**src/rtl/pc_sequencer_pkg.sv**
```systemverilog
// Shared definitions for the pc_sequencer instruction-pointer stage:
// FSM state encodings, address/target/NOP-count widths and the default reset vector.
package pc_sequencer_pkg;

    localparam int IP_W      = 16;
    localparam int TARGET_W  = 8;
    localparam int NOP_CNT_W = 24;

    localparam logic [IP_W-1:0] DEFAULT_RESET_VECTOR = 16'd0;

    typedef enum logic [0:0] {
        STATE_RUN  = 1'b0,
        STATE_WAIT = 1'b1
    } state_e;

    function automatic logic [IP_W-1:0] zext_target(input logic [TARGET_W-1:0] target);
        return {{(IP_W - TARGET_W){1'b0}}, target};
    endfunction

endpackage

```
**src/rtl/pc_sequencer_return_stack.sv**
```systemverilog
// Return-address LIFO for pc_sequencer: synchronous push/pop with full/empty status.
// Only the stack pointer is reset; the entries keep whatever they last held.
module return_stack
    import pc_sequencer_pkg::*;
#(
    parameter int DEPTH = 8,
    parameter int WIDTH = IP_W
) (
    input  logic             Clock,
    input  logic             Reset,
    input  logic             i_push,
    input  logic             i_pop,
    input  logic [WIDTH-1:0] i_data,
    output logic [WIDTH-1:0] o_top,
    output logic             o_full,
    output logic             o_empty
);

    localparam int AW = $clog2(DEPTH);
    localparam logic [AW:0] SP_ONE  = (AW + 1)'(1);
    localparam logic [AW:0] SP_FULL = (AW + 1)'(DEPTH);

    logic [AW:0]      r_sp;
    logic [WIDTH-1:0] r_mem [DEPTH];
    logic [AW-1:0]    w_top_idx;

    assign o_full    = (r_sp == SP_FULL);
    assign o_empty   = (r_sp == '0);
    assign w_top_idx = AW'(r_sp - SP_ONE);
    assign o_top     = r_mem[w_top_idx];

    // NOTE: sequential state is updated with non-blocking (<=) so every register samples pre-edge values.
    always_ff @(posedge Clock or negedge Reset) begin
        if (!Reset) begin
            r_sp <= '0;
        end else if (i_pop && !o_empty) begin
            r_sp <= r_sp - SP_ONE;
        end else if (i_push && !o_full) begin
            r_sp <= r_sp + SP_ONE;
        end
    end

    // NOTE: the entry array is deliberately left out of reset; an empty pointer already makes it unreadable.
    always_ff @(posedge Clock) begin
        if (i_push && !i_pop && !o_full) begin
            r_mem[r_sp[AW-1:0]] <= i_data;
        end
    end

endmodule

```
**src/rtl/pc_sequencer.sv**
```systemverilog
// Instruction-pointer stage feeding the program ROM: step, JMP/branch, CALL/RET with a hardware
// return stack and sticky overflow/underflow flags. Define PC_NOP_WAIT_EN to enable the NOP wait state.
module pc_sequencer
    import pc_sequencer_pkg::*;
#(
    parameter int               STACK_DEPTH  = 8,
    parameter logic [IP_W-1:0]  RESET_VECTOR = DEFAULT_RESET_VECTOR
) (
    input  logic                 Clock,
    input  logic                 Reset,
    input  logic                 iStall,
    input  logic                 iJump,
    input  logic                 iBranchTaken,
    input  logic                 iCall,
    input  logic                 iRet,
    input  logic [TARGET_W-1:0]  iTarget,
    input  logic                 iNop,
    input  logic [NOP_CNT_W-1:0] iNopCount,
    output logic [IP_W-1:0]      oIP,
    output logic                 oStackOverflow,
    output logic                 oStackUnderflow,
    output logic                 oBusy
);

    state_e          r_state;
    state_e          w_next_state;
    logic [IP_W-1:0] r_ip;
    logic [IP_W-1:0] w_next_ip;
    logic [IP_W-1:0] w_ip_inc;
    logic [IP_W-1:0] w_target;
    logic [IP_W-1:0] w_stack_top;
    logic            r_ovf;
    logic            r_unf;
    logic            w_set_ovf;
    logic            w_set_unf;
    logic            w_push;
    logic            w_pop;
    logic            w_full;
    logic            w_empty;

`ifdef PC_NOP_WAIT_EN
    localparam logic [NOP_CNT_W-1:0] NOP_ONE = NOP_CNT_W'(1);
    logic [NOP_CNT_W-1:0] r_nop_cnt;
    logic [NOP_CNT_W-1:0] w_next_nop_cnt;
`else
    logic w_unused_nop;
    assign w_unused_nop = ^{iNop, iNopCount};
`endif

    assign w_ip_inc = r_ip + 16'd1;
    assign w_target = zext_target(iTarget);

    return_stack #(
        .DEPTH (STACK_DEPTH),
        .WIDTH (IP_W)
    ) u_return_stack (
        .Clock   (Clock),
        .Reset   (Reset),
        .i_push  (w_push),
        .i_pop   (w_pop),
        .i_data  (w_ip_inc),
        .o_top   (w_stack_top),
        .o_full  (w_full),
        .o_empty (w_empty)
    );

    // NOTE: every combinational output gets a default first, so no path can leave one unassigned (no latches).
    always_comb begin
        w_next_ip    = r_ip;
        w_next_state = r_state;
        w_push       = 1'b0;
        w_pop        = 1'b0;
        w_set_ovf    = 1'b0;
        w_set_unf    = 1'b0;
`ifdef PC_NOP_WAIT_EN
        w_next_nop_cnt = r_nop_cnt;
`endif
        if (!iStall) begin
            case (r_state)
                STATE_RUN: begin
                    if (iRet) begin
                        if (w_empty) begin
                            w_next_ip = RESET_VECTOR;
                            w_set_unf = 1'b1;
                        end else begin
                            w_next_ip = w_stack_top;
                            w_pop     = 1'b1;
                        end
                    end else if (iCall) begin
                        // A full stack drops the return address but the jump still happens.
                        w_next_ip = w_target;
                        if (w_full) begin
                            w_set_ovf = 1'b1;
                        end else begin
                            w_push = 1'b1;
                        end
                    end else if (iJump || iBranchTaken) begin
                        w_next_ip = w_target;
`ifdef PC_NOP_WAIT_EN
                    end else if (iNop && (iNopCount != '0)) begin
                        w_next_state   = STATE_WAIT;
                        w_next_nop_cnt = iNopCount;
`endif
                    end else begin
                        w_next_ip = w_ip_inc;
                    end
                end
`ifdef PC_NOP_WAIT_EN
                STATE_WAIT: begin
                    // The counter holds the remaining wait cycles; the last one also steps the IP.
                    if (r_nop_cnt <= NOP_ONE) begin
                        w_next_state   = STATE_RUN;
                        w_next_nop_cnt = '0;
                        w_next_ip      = w_ip_inc;
                    end else begin
                        w_next_nop_cnt = r_nop_cnt - NOP_ONE;
                    end
                end
`endif
                default: begin
                    w_next_state = STATE_RUN;
                end
            endcase
        end
    end

    always_ff @(posedge Clock or negedge Reset) begin
        if (!Reset) begin
            r_ip    <= RESET_VECTOR;
            r_state <= STATE_RUN;
            r_ovf   <= 1'b0;
            r_unf   <= 1'b0;
`ifdef PC_NOP_WAIT_EN
            r_nop_cnt <= '0;
`endif
        end else begin
            r_ip    <= w_next_ip;
            r_state <= w_next_state;
            r_ovf   <= r_ovf | w_set_ovf;
            r_unf   <= r_unf | w_set_unf;
`ifdef PC_NOP_WAIT_EN
            r_nop_cnt <= w_next_nop_cnt;
`endif
        end
    end

    assign oIP             = r_ip;
    assign oStackOverflow  = r_ovf;
    assign oStackUnderflow = r_unf;
`ifdef PC_NOP_WAIT_EN
    assign oBusy = (r_state == STATE_WAIT);
`else
    assign oBusy = 1'b0;
`endif

endmodule
```
**config.mk**
```make
export PLATFORM = sky130hd
export DESIGN_NAME = pc_sequencer
export DESIGN_NICKNAME = d
export VERILOG_FILES = /design/src/rtl/pc_sequencer_pkg.sv /design/src/rtl/pc_sequencer_return_stack.sv /design/src/rtl/pc_sequencer.sv
export SDC_FILE = /design/constraint.sdc
export NUM_CORES = 1
export LEC_CHECK = 0
export CORE_MARGIN = 1.5
export CORE_UTILIZATION = 35
export CTS_CLUSTER_DIAMETER = 200
export DETAILED_ROUTE_END_ITERATION = 6
export PLACE_DENSITY = 0.54
export SLEW_MARGIN = 0
export SYNTH_ARGS = -nofsm -noshare
export SYNTH_HDL_FRONTEND = slang
export SYNTH_SLANG_ARGS = --single-unit
export TNS_END_PERCENT = 10
```
**constraint.sdc**
```tcl
create_clock -name Clock -period 3.61 [get_ports Clock]
set_clock_uncertainty 0.2 [all_clocks]
set_input_delay 0.361 -clock Clock [delete_from_list [all_inputs] [get_ports Clock]]
set_output_delay 0.361 -clock Clock [all_outputs]
set_load 0.05 [all_outputs]
```
==> reports/qor_table.md, run 1 <==
| Item | Reported | Unit |
|---|---|---|
| H-tree depth | 4 | - |
| Cells along the critical path | nand4_1, nor2_1, nand3_1, xnor2_1 | - |
| Area inside the core boundary | 18,000 | um2 |
| Synth top area share | 59.8 | % |
| DR vias | 3,803 | - |
| Total routing resource utilization after global routing | 17.2 | % |
| Largest net degree at the start of global routing | 40 | - |
| Unrepaired setup endpoints after global routing | no | - |
| Worst slack, placed | 529 | ps |
| Wl on met1 | 7.31 | mm |
| Clock input transition at the sequential cells of the worst setup and hold paths | 60 | ps |
| Number of nets at the end of the flow | 496 | - |
| Total wirelength of the detailed-routed design | 15.7 | mm |
| R2r setup slk | 970 | ps |
| Leakage power total | 2.63 | nW |
| Power per standard cell area | 841 | nW/um2 |
| Distinct cell type count of the synthesized netlist | 50 | - |
| Post-layout minimum cycle time | 2640 | ps |
| CP delay by family, top | simple AND/OR/NAND/NOR gates | - |
| Routed wire per std cell | 22.7 | um |
| Max-Slew Margin vs Limit | 22.1 | % |
| Worst setup EP type | flop | - |
| Final setup violating endpoints | 0 | - |
| R2r startpoint | oIP[2] | - |
| Worst stage delay on the critical path | 590 | ps |
| Antenna violations before repair | 0 | - |
| Standard-cell rows | 49 | - |
| Commonest non-fill, non-tap cell in the layout | sky130_fd_sc_hd__edfxtp_1 | - |
| Length of routed met2 wiring | 7.56 | mm |
| Buffers plus inverters on the worst setup path | 0 | - |
| Met3 Routed Length | 676 | um |
| Post-CTS Setup Repair Bufs | 0 | - |
| Number of flops mapped to enable cells by yosys | 128 | - |
| Cells after Synth | 395 | - |
| Highest-delay cell along the critical path | sky130_fd_sc_hd__nor2_1 | - |
| Top layer in use | met4 | - |
| Chip width | 138 | um |
| Count of input and output buffers | 32 | - |
| First-pass iteration count of the detailed router | 4 | - |
| Antenna viol nets, final | 0 | - |
| Startpoint type of the worst setup path | flop | - |
| Number of DRC violations after detailed-routing iteration 0 | 310 | - |
| Maximum vdd ir drop | 563 | uV |
| Max Root-Sink Buffers | 2 | - |
| Antenna diode instance count | 0 | - |
| Synth async-reset ratio | 14.7 | % |
| Worst-margin pin slew | 1170 | ps |
| PnR worst setup slack | 966 | ps |
| Max Cap Violations | 0 | - |
| Req. time, crit path | 3540 | ps |
| Sum of negative setup slack | 0 | ps |
| Synthesized flop and latch total | 150 | - |
| Start point of the critical path | oIP[2] | - |
| Post-cts repair resize count | 0 | - |
| Growth of design area from synthesis to finish | 20.7 | % |
| Die Y | 138 | um |
| Total number of yosys warnings | 0 | - |
| Capture instance of the worst register-to-register path | u_return_stack.r_mem[0][11] | - |
| Num ports | 59 | - |
| Arrival time of data at the critical path endpoint | 2580 | ps |
| Overall overflow remaining after global route | 0 | - |
| Result of the run | finished, final reports clean | - |
| Capture point of the critical path | u_return_stack.r_mem[0][11] | - |
| Via density | 5.48 | - |
| HPWL after detailed placement | 10.1 | mm |
| Synth Area per Inst | 16.3 | um2 |
| Total CTS buffers | 17 | - |
| Number of cells traversed by the worst register-to-register path | 4 | - |
| Latest clock arrival within the worst-skew pair | 420 | ps |
| Hold buffer count at CTS | 0 | - |
| Clock tree from TritonCTS | yes | - |
| Most frequent cells in the layout | sky130_fd_sc_hd__edfxtp_1, sky130_fd_sc_hd__mux4_2, sky130_fd_sc_hd__clkdlybuf4s50_1, sky130_fd_sc_hd__buf_4, sky130_fd_sc_hd__nand3_1 | - |
| Weighted congestion reported at the end of routability-driven placement | 0.769 | - |
| Post-synthesis instance area | 6420 | um2 |
| Most area-hungry cell type in the Yosys netlist | sky130_fd_sc_hd__edfxtp_1 | - |
| Clock Root Buffer | sky130_fd_sc_hd__clkbuf_16 | - |
| Number of cells on the critical path | 4 | - |
| Type of the setup path with the least slack | flop to flop | - |
| Proportion of synthesized chip area in sequential cells | 68.4 | % |
| DRC Markers | 0 | - |
| Number of clock sinks seen by CTS | 150 | - |
| Final worst-path cycle share | 73.2 | % |
| Proportion of layout cells with a drive suffix above 1 | 23.2 | % |
| Top area cells in the synthesized netlist | sky130_fd_sc_hd__edfxtp_1, sky130_fd_sc_hd__mux4_2, sky130_fd_sc_hd__dfrtp_1, sky130_fd_sc_hd__nand3_1, sky130_fd_sc_hd__xnor2_1 | - |
| Leading register cell type out of synthesis | sky130_fd_sc_hd__edfxtp_1 | - |
| Crit path max fanout | 8 | - |
| Worst hold path type | input pin to asynchronous set/reset pin | - |
| Floorplan die area | 19,200 | um2 |
| Maximum operating frequency | 378 | MHz |
| Starting density of the core | 35.8 | % |
| Final slew viol count | 0 | - |
| Net count after synthesis | 439 | - |
| Number of failing hold endpoints at the final stage | 0 | - |
| Wire length of the first global-routing pass | 24.1 | mm |
| Number of global-route vias before repair | 3,875 | - |
[cells by family (layout without fill, tap and decap cells)]
group / Yosys count / in the layout / share of synthesized area (%)
flops: 150 / 150 / 68.4
simple gates: 99 / 99 / 8.03
compound gates: 55 / 55 / 5.84
mux: 39 / 39 / 12.3
buf+inv: 30 / 100 / 2.22
xor+xnor: 17 / 17 / 2.32
fa+ha+maj: 4 / 4 / 0.779
other cells: 1 / 1 / 0.0584
[state kept, by name, indices dropped and copies added (netlist names)]
signal	count
oStackOverflow	1
u_return_stack.r_sp	4
u_return_stack.r_mem	128
oStackUnderflow	1
oIP	16
[metrics by stage]
step | cells | hold slack, ps | area [um2] | utilization [%] | total power [mW]
global route | 694 | 149 | 7750 | 43.2 | 6.82
detailed placement | 662 | 278 | 7170 | 39.9 | 4.83
finish | 694 | 123 | 7750 | 43.2 | 6.52
global placement | 662 | 275 | 7170 | 39.9 | 4.79
CTS | 694 | 127 | 7750 | 43.2 | 6.58
floorplan | 395 | -135 | 6430 | - | 4.08
[how the worst min path moves through the flow]
| stage | start | end | cells after the start |
|---|---|---|---|
| after detailed placement | oStackUnderflow | oStackUnderflow | 1 |
| after floorplan | Reset | oIP[0] | 0 |
| final | Reset | oStackOverflow | 2 |
| after global placement | oStackUnderflow | oStackUnderflow | 1 |
| after global routing | Reset | oStackOverflow | 2 |
| after CTS | Reset | oStackOverflow | 2 |
[worst reg2reg max path, delay by kind of cell, from the launching register on]
| family | cells | cell delay [ps] |
|---|---|---|
| and+or+nand+nor | 3 | 1100 |
| xor gates and xnor gates | 1 | 560 |
| DFF | 1 | 510 |
[cell type report]
class | count | area [um2]
multi-input cells | 215 | 1930
clock inverters | 11 | 126
well taps | 229 | 287
flip-flops and latches | 150 | 4400
clock buffers | 21 | 460
fillers | 1614 | 10200
repair buffers | 59 | 523
inverters | 9 | 33.8
[routing by layer]
metal | vias to the layer above | GRT usage, %
li1 | 1687 | -
met1 | 2000 | 23.6
met2 | 98 | 26.9
met3 | 18 | 4.47
met4 | 0 | 5.76
met5 | - | 0
[synth_stat cells, types with 2 or more instances]
cell and instances:
sky130_fd_sc_hd__nand4_1 3, sky130_fd_sc_hd__nor2_1 21, sky130_fd_sc_hd__inv_1 9, sky130_fd_sc_hd__a32oi_1 4
sky130_fd_sc_hd__mux2i_1 5, sky130_fd_sc_hd__o211ai_1 3, sky130_fd_sc_hd__buf_4 3, sky130_fd_sc_hd__dfrtp_1 22
sky130_fd_sc_hd__nand2_1 13, sky130_fd_sc_hd__and3_1 4, sky130_fd_sc_hd__buf_2 9, sky130_fd_sc_hd__mux4_2 32
sky130_fd_sc_hd__o221ai_1 4, sky130_fd_sc_hd__clkbuf_1 8, sky130_fd_sc_hd__a21o_1 5, sky130_fd_sc_hd__nand3_1 25
sky130_fd_sc_hd__nor2b_1 2, sky130_fd_sc_hd__edfxtp_1 128, sky130_fd_sc_hd__nor3b_1 2, sky130_fd_sc_hd__o21ai_0 12
sky130_fd_sc_hd__a31oi_1 3, sky130_fd_sc_hd__or4_4 2, sky130_fd_sc_hd__xor2_1 5, sky130_fd_sc_hd__a21oi_1 10
sky130_fd_sc_hd__nor4_1 4, sky130_fd_sc_hd__a22oi_1 4, sky130_fd_sc_hd__ha_1 4, sky130_fd_sc_hd__nand2b_1 5
sky130_fd_sc_hd__nor3_1 8, sky130_fd_sc_hd__or3_1 4, sky130_fd_sc_hd__mux2_2 2, sky130_fd_sc_hd__xnor2_1 12
[where the power goes]
| part | switching (mW) | internal [mW] |
|---|---|---|
| clock | 0.685 | 1.05 |
| sequential | 0.233 | 2.27 |
| combinational | 1.36 | 0.913 |
No activity file was read; power rests on OpenSTA's default activity.
==> run 2, diff against run 1 <==
Settings changed: PLACE_DENSITY 0.54 to 0.52.
Clock period 3.61 ns to 2.6 ns, I/O delays scaled along.
==> run 2 against run 1 <==
Effect of this change:
- first-iteration DRC count is 18% lower
- critical endpoint is now u_return_stack.r_mem[7][8]
- global-route usage is 0.41 points higher
- routed wire length is 1.5% higher
- sequential power is 37% higher
- worst setup slack worse by 760 ps
- final area is 2.3% higher
==> reports/qor_table.md, run 2 (synthesis results as in run 1) <==
| Item | Reported | Unit |
|---|---|---|
| Power per standard cell area | 1150 | nW/um2 |
| Growth of design area from synthesis to finish | 23.5 | % |
| Sum of negative setup slack | 0 | ps |
| Cells along the critical path | ha_1, nand3_1, or3_1, xnor2_1 | - |
| Worst stage delay on the critical path | 520 | ps |
| Unrepaired setup endpoints after global routing | no | - |
| Worst hold path type | input pin to asynchronous set/reset pin | - |
| Via density | 5.32 | - |
| Startpoint type of the worst setup path | flop | - |
| Chip width | 138 | um |
| Latest clock arrival within the worst-skew pair | 420 | ps |
| Maximum operating frequency | 418 | MHz |
| Number of DRC violations after detailed-routing iteration 0 | 254 | - |
| Count of non-filler cells in the finished layout | 704 | - |
| H-tree depth | 4 | - |
| Max Cap Violations | 0 | - |
| Wire length of the first global-routing pass | 24.5 | mm |
| Hold buffer count at CTS | 0 | - |
| DRC Markers | 0 | - |
| Switching component of the power | 3.24 | mW |
| Max Root-Sink Buffers | 2 | - |
| Clock tree from TritonCTS | yes | - |
| Most frequent cells in the layout | sky130_fd_sc_hd__edfxtp_1, sky130_fd_sc_hd__mux4_2, sky130_fd_sc_hd__clkdlybuf4s50_1, sky130_fd_sc_hd__buf_4, sky130_fd_sc_hd__nand3_1 | - |
| Floorplan die area | 19,200 | um2 |
| Starting density of the core | 35.8 | % |
| Num ports | 59 | - |
| Number of failing hold endpoints at the final stage | 0 | - |
| First-pass iteration count of the detailed router | 5 | - |
| Number of global-route vias before repair | 3,932 | - |
| Area used by multi-input combinational logic | 1970 | um2 |
| Standard-cell rows | 49 | - |
| Post-cts repair resize count | 0 | - |
| Antenna diode instance count | 0 | - |
| Total placed cells including tap cells | 672 | - |
| Worst setup EP type | flop | - |
| CP delay by family, top | simple AND/OR/NAND/NOR gates | - |
| Result of the run | finished, final reports clean | - |
| DR vias | 3,743 | - |
| Area inside the core boundary | 18,000 | um2 |
| Total wirelength of the detailed-routed design | 16.0 | mm |
| Req. time, crit path | 2530 | ps |
| Final worst-path cycle share | 92.0 | % |
| Internal power | 5.91 | mW |
| Type of the setup path with the least slack | flop to flop | - |
| HPWL after detailed placement | 9.81 | mm |
| Number of clock sinks seen by CTS | 150 | - |
| Number of nets at the end of the flow | 506 | - |
| Highest-delay cell along the critical path | sky130_fd_sc_hd__xnor2_1 | - |
| Maximum vdd ir drop | 765 | uV |
| Buffers plus inverters on the worst setup path | 0 | - |
| Proportion of layout cells with a drive suffix above 1 | 25.3 | % |
| Clock Root Buffer | sky130_fd_sc_hd__clkbuf_16 | - |
| Clock input transition at the sequential cells of the worst setup and hold paths | 60 | ps |
| Filler Cell Count | 1,586 | - |
| Post-layout minimum cycle time | 2390 | ps |
| Commonest non-fill, non-tap cell in the layout | sky130_fd_sc_hd__edfxtp_1 | - |
| Relative contribution of the clock network to total power | 24.8 | % |
| Arrival time of data at the critical path endpoint | 2320 | ps |
| Die Y | 138 | um |
| Overall overflow remaining after global route | 0 | - |
| Worst-margin pin slew | 646 | ps |
| Sequential standard cell area | 4400 | um2 |
| Flip-flop count of the largest register, all copies and words added | 128 | - |
| Power share of the combinational group | 37.8 | % |
| Final slew viol count | 0 | - |
| Antenna violations before repair | 0 | - |
| Post-CTS Setup Repair Bufs | 0 | - |
| Count of input and output buffers | 32 | - |
| Largest net degree at the start of global routing | 40 | - |
| Total routing resource utilization after global routing | 17.6 | % |
| Routed wire per std cell | 22.7 | um |
| Antenna viol nets, final | 0 | - |
| Proportion of power drawn by flip-flops and latches | 37.4 | % |
| Weighted congestion reported at the end of routability-driven placement | 0.757 | - |
| Total CTS buffers | 17 | - |
| Max-Slew Margin vs Limit | 56.6 | % |
| Leakage power total | 2.71 | nW |
| Final setup violating endpoints | 0 | - |
| Sw frac | 35.4 | % |
| Crit path max fanout | 8 | - |
==> run 2: per-stage QoR <==
| step | hold slack [ps] | util, % | cell area (um2) | power, mW | setup WS, ps |
|---|---|---|---|---|---|
| after floorplan | -236 | - | 6530 | 5.76 | 9.07 |
| after global placement | 249 | 41.2 | 7400 | 6.92 | 200 |
| after detailed placement | 265 | 41.2 | 7400 | 6.98 | 195 |
| after CTS | 30.5 | 44.2 | 7940 | 9.25 | 239 |
| after global routing | 47.4 | 44.2 | 7940 | 9.60 | 81.4 |
| final | 31.2 | 44.2 | 7940 | 9.15 | 209 |
==> run 2: power by group through the flow <==
stage	registers, mW	logic (mW)	clock network (mW)
floorplan	3.80	1.96	0
global placement	3.46	3.46	0
detailed placement	3.46	3.51	0
CTS	3.42	3.52	2.31
global route	3.46	3.73	2.41
finish	3.42	3.46	2.27
==> run 2: cell type report <==
cell class	instances	share of cell area (%)
Sequential cell	150	55.4
Inverter	9	0.426
Clock buffer	18	5.41
Timing Repair Buffer	69	8.95
Clock inverter	14	1.40
Tap cell	229	3.61
Multi-Input combinational cell	215	24.8
==> run 2: metal layers <==
layer  track usage (%)  share of wire (%)  vias to the layer above
met2              28.9                 50                       65
met5                 0                  0                        -
met4              4.99                1.0                        0
met3              3.74                2.9                       14
li1                  -                  -                     1708
met1              23.9                 46                     1956
==> run 2: worst paths after layout <==
path / startpoint / endpoint / slack [ps] / cells past startpoint
setup reg to reg: oIP[1] / u_return_stack.r_mem[7][8] / 210 / 4
hold / removal: Reset / oIP[9] / 30 / 2
hold reg to reg: oStackUnderflow / oStackUnderflow / 270 / 1
setup / recovery: oIP[1] / u_return_stack.r_mem[7][8] / 210 / 4
max in group asynchronous: Reset / u_return_stack.r_sp[0] / 1880 / 2
min in group Clock: oStackUnderflow / oStackUnderflow / 270 / 1
==> run 3, diff against run 2 <==
Settings changed: GPL_TIMING_DRIVEN set to 0.
==> run 3 against run 2 <==
Effect of this change:
- the flow now finishes with violations (negative setup slack)
- non-clock buffer count shrank 7
- flip-flop and latch count is the same
- worst setup slack lost 500 ps
- final cell count shrank 0.99%
- combinational power grew 6.9%
- highest routed layer unchanged
==> reports/qor_table.md, run 3 (synthesis results as in run 1) <==
| Item | Reported | Unit |
|---|---|---|
| Number of cells traversed by the worst register-to-register path | 8 | - |
| Standard-cell rows | 49 | - |
| R2r startpoint | u_return_stack.r_sp[0] | - |
| Via density | 5.39 | - |
| Wire length of the first global-routing pass | 25.0 | mm |
| Max Cap Violations | 0 | - |
| Final slew viol count | 0 | - |
| Growth of design area from synthesis to finish | 24.7 | % |
| HP Start | oStackUnderflow | - |
| Arrival time of data at the critical path endpoint | 2820 | ps |
| Buffers plus inverters on the worst setup path | 4 | - |
| Maximum operating frequency | 346 | MHz |
| PnR Total Power | 9.55 | mW |
| H-tree depth | 4 | - |
| Overall overflow remaining after global route | 0 | - |
| Result of the run | finished, violations left | - |
| Clock tree from TritonCTS | yes | - |
| PnR worst setup slack | -294 | ps |
| Antenna viol nets, final | 0 | - |
| Number of clock sinks seen by CTS | 150 | - |
| Area of placed instances | 7150 | um2 |
| Clock Root Buffer | sky130_fd_sc_hd__clkbuf_16 | - |
| Worst-margin pin slew | 1230 | ps |
| Req. time, crit path | 2520 | ps |
| Filler Cell Count | 1,575 | - |
| Floorplan die area | 19,200 | um2 |
| Worst Hold Path Cells | 1 | - |
| Worst hold path type | flop to flop | - |
| Hold buffer count at CTS | 0 | - |
| Antenna diode instance count | 0 | - |
| Violated checks | negative setup slack | - |
| Maximum vdd ir drop | 624 | uV |
| Max-Slew Margin vs Limit | 17.8 | % |
| Leakage power total | 2.69 | nW |
| Number of nets at the end of the flow | 499 | - |
| Commonest non-fill, non-tap cell in the layout | sky130_fd_sc_hd__edfxtp_1 | - |
| First-pass iteration count of the detailed router | 4 | - |
| Post-layout minimum cycle time | 2890 | ps |
| Crit path max fanout | 10 | - |
| Routed wire per std cell | 23.6 | um |
| Most frequent cells in the layout | sky130_fd_sc_hd__edfxtp_1, sky130_fd_sc_hd__mux4_2, sky130_fd_sc_hd__clkdlybuf4s50_1, sky130_fd_sc_hd__nand3_1, sky130_fd_sc_hd__dfrtp_1 | - |
| Type of the setup path with the least slack | flop to flop | - |
| Starting density of the core | 35.8 | % |
| Area inside the core boundary | 18,000 | um2 |
| Unrepaired setup endpoints after global routing | yes | - |
| Cells along the critical path | buf_12, buf_12, inv_8, ha_4, nand3b_1, nand3_4, nor4_4, buf_8 | - |
| Sum of negative setup slack | -8630 | ps |
| Number of global-route vias before repair | 3,925 | - |
| Proportion of layout cells with a drive suffix above 1 | 24.6 | % |
| Number of failing hold endpoints at the final stage | 0 | - |
| Count of input and output buffers | 32 | - |
| Final worst-path cycle share | 111 | % |
| Die Y | 138 | um |
| Capture instance of the worst register-to-register path | u_return_stack.r_mem[0][2] | - |
| Antenna violations before repair | 0 | - |
| Startpoint type of the worst setup path | flop | - |
| Post-route cell area | 8010 | um2 |
| Final setup violating endpoints | 48 | - |
| Number of DRC violations after detailed-routing iteration 0 | 348 | - |
| Latest clock arrival within the worst-skew pair | 420 | ps |
| Weighted congestion reported at the end of routability-driven placement | 0.779 | - |
| DR vias | 3,757 | - |
| Worst stage delay on the critical path | 780 | ps |
| Flip-flop count of the largest register, all copies and words added | 128 | - |
| Total wirelength of the detailed-routed design | 16.5 | mm |
| Total CTS buffers | 17 | - |
| CP delay by family, top | simple AND/OR/NAND/NOR gates | - |
| Num ports | 59 | - |
| HPWL after detailed placement | 10.5 | mm |
| DRC Markers | 0 | - |
| Largest net degree at the start of global routing | 23 | - |
| Power per standard cell area | 1190 | nW/um2 |
| R2r setup slk | -290 | ps |
| Most numerous cell on the critical path | sky130_fd_sc_hd__buf_12 | - |
| Worst setup EP type | flop | - |
| Total routing resource utilization after global routing | 18.1 | % |
| Worst min-delay path endpoint | oStackUnderflow | - |
| Chip width | 138 | um |
| Max Root-Sink Buffers | 2 | - |
| Clock input transition at the sequential cells of the worst setup and hold paths | 60 | ps |
| Highest-delay cell along the critical path | sky130_fd_sc_hd__nor4_4 | - |
[run 3: worst max-delay path by stage]
stage	startpoint	end	slack [ps]	cells past startpoint
after CTS	u_return_stack.r_sp[0]	u_return_stack.r_mem[4][2]	-350	7
final	u_return_stack.r_sp[0]	u_return_stack.r_mem[0][2]	-290	8
after global routing	u_return_stack.r_sp[0]	u_return_stack.r_mem[0][2]	-500	8
after global placement	iRet	u_return_stack.r_mem[0][13]	-1100	4
after floorplan	u_return_stack.r_sp[0]	u_return_stack.r_mem[0][0]	9	7
after detailed placement	iRet	u_return_stack.r_mem[5][14]	-1040	5
[run 3: metal layers]
| metal | share of wire, % | GRT usage [%] | vias up |
|---|---|---|---|
| met5 | 0 | 0 | - |
| met4 | 1.5 | 6.15 | 0 |
| met3 | 3.5 | 3.91 | 19 |
| met2 | 48 | 29.1 | 75 |
| met1 | 47 | 24.5 | 1969 |
| li1 | - | - | 1694 |
[run 3: power breakdown]
| group | leakage [nW] | switching [mW] | total, mW | internal (mW) |
|---|---|---|---|---|
| registers | 1.44 | 0.302 | 3.46 | 3.15 |
| logic | 0.992 | 2.15 | 3.70 | 1.54 |
| clock network | 0.262 | 0.962 | 2.40 | 1.44 |
[run 3: cell type report]
type / count / area [um2] / area share (%)
clock inverter: 11 / 128 / 1.59
timing repair buffer: 41 / 483 / 6.03
sequential: 150 / 4400 / 54.9
clock buffer: 21 / 450 / 5.62
inverter: 9 / 41.3 / 0.516
buffer: 21 / 188 / 2.34
multi-input combinational: 215 / 2040 / 25.4
tap: 229 / 287 / 3.58
[run 3: worst reg2reg max path, cell delays in order, from the launching register on]
cell	delay, ps
sky130_fd_sc_hd__dfrtp_2	440
sky130_fd_sc_hd__buf_12	180
sky130_fd_sc_hd__buf_12	180
sky130_fd_sc_hd__inv_8	60
sky130_fd_sc_hd__ha_4	160
sky130_fd_sc_hd__nand3b_1	160
sky130_fd_sc_hd__nand3_4	190
sky130_fd_sc_hd__nor4_4	780
sky130_fd_sc_hd__buf_8	240
[run 3: stage by stage]
| stage | hold slack [ps] | cells | utilization, % | setup slack, ps |
|---|---|---|---|---|
| floorplan | -236 | 395 | - | 9.07 |
| detailed placement | 258 | 657 | 39.8 | -1040 |
| global placement | 245 | 656 | 39.7 | -1100 |
| global route | 290 | 697 | 44.6 | -501 |
| CTS | 271 | 693 | 43.9 | -354 |
| finish | 266 | 697 | 44.6 | -294 |
[run 3: what timing repair did]
item	4_1_cts	5_1_grt
pin swaps	6	4
buffers inserted	4	4
endpoints found under the setup margin	145	168
resized for setup	22	14
hold endpoints to repair	0	0
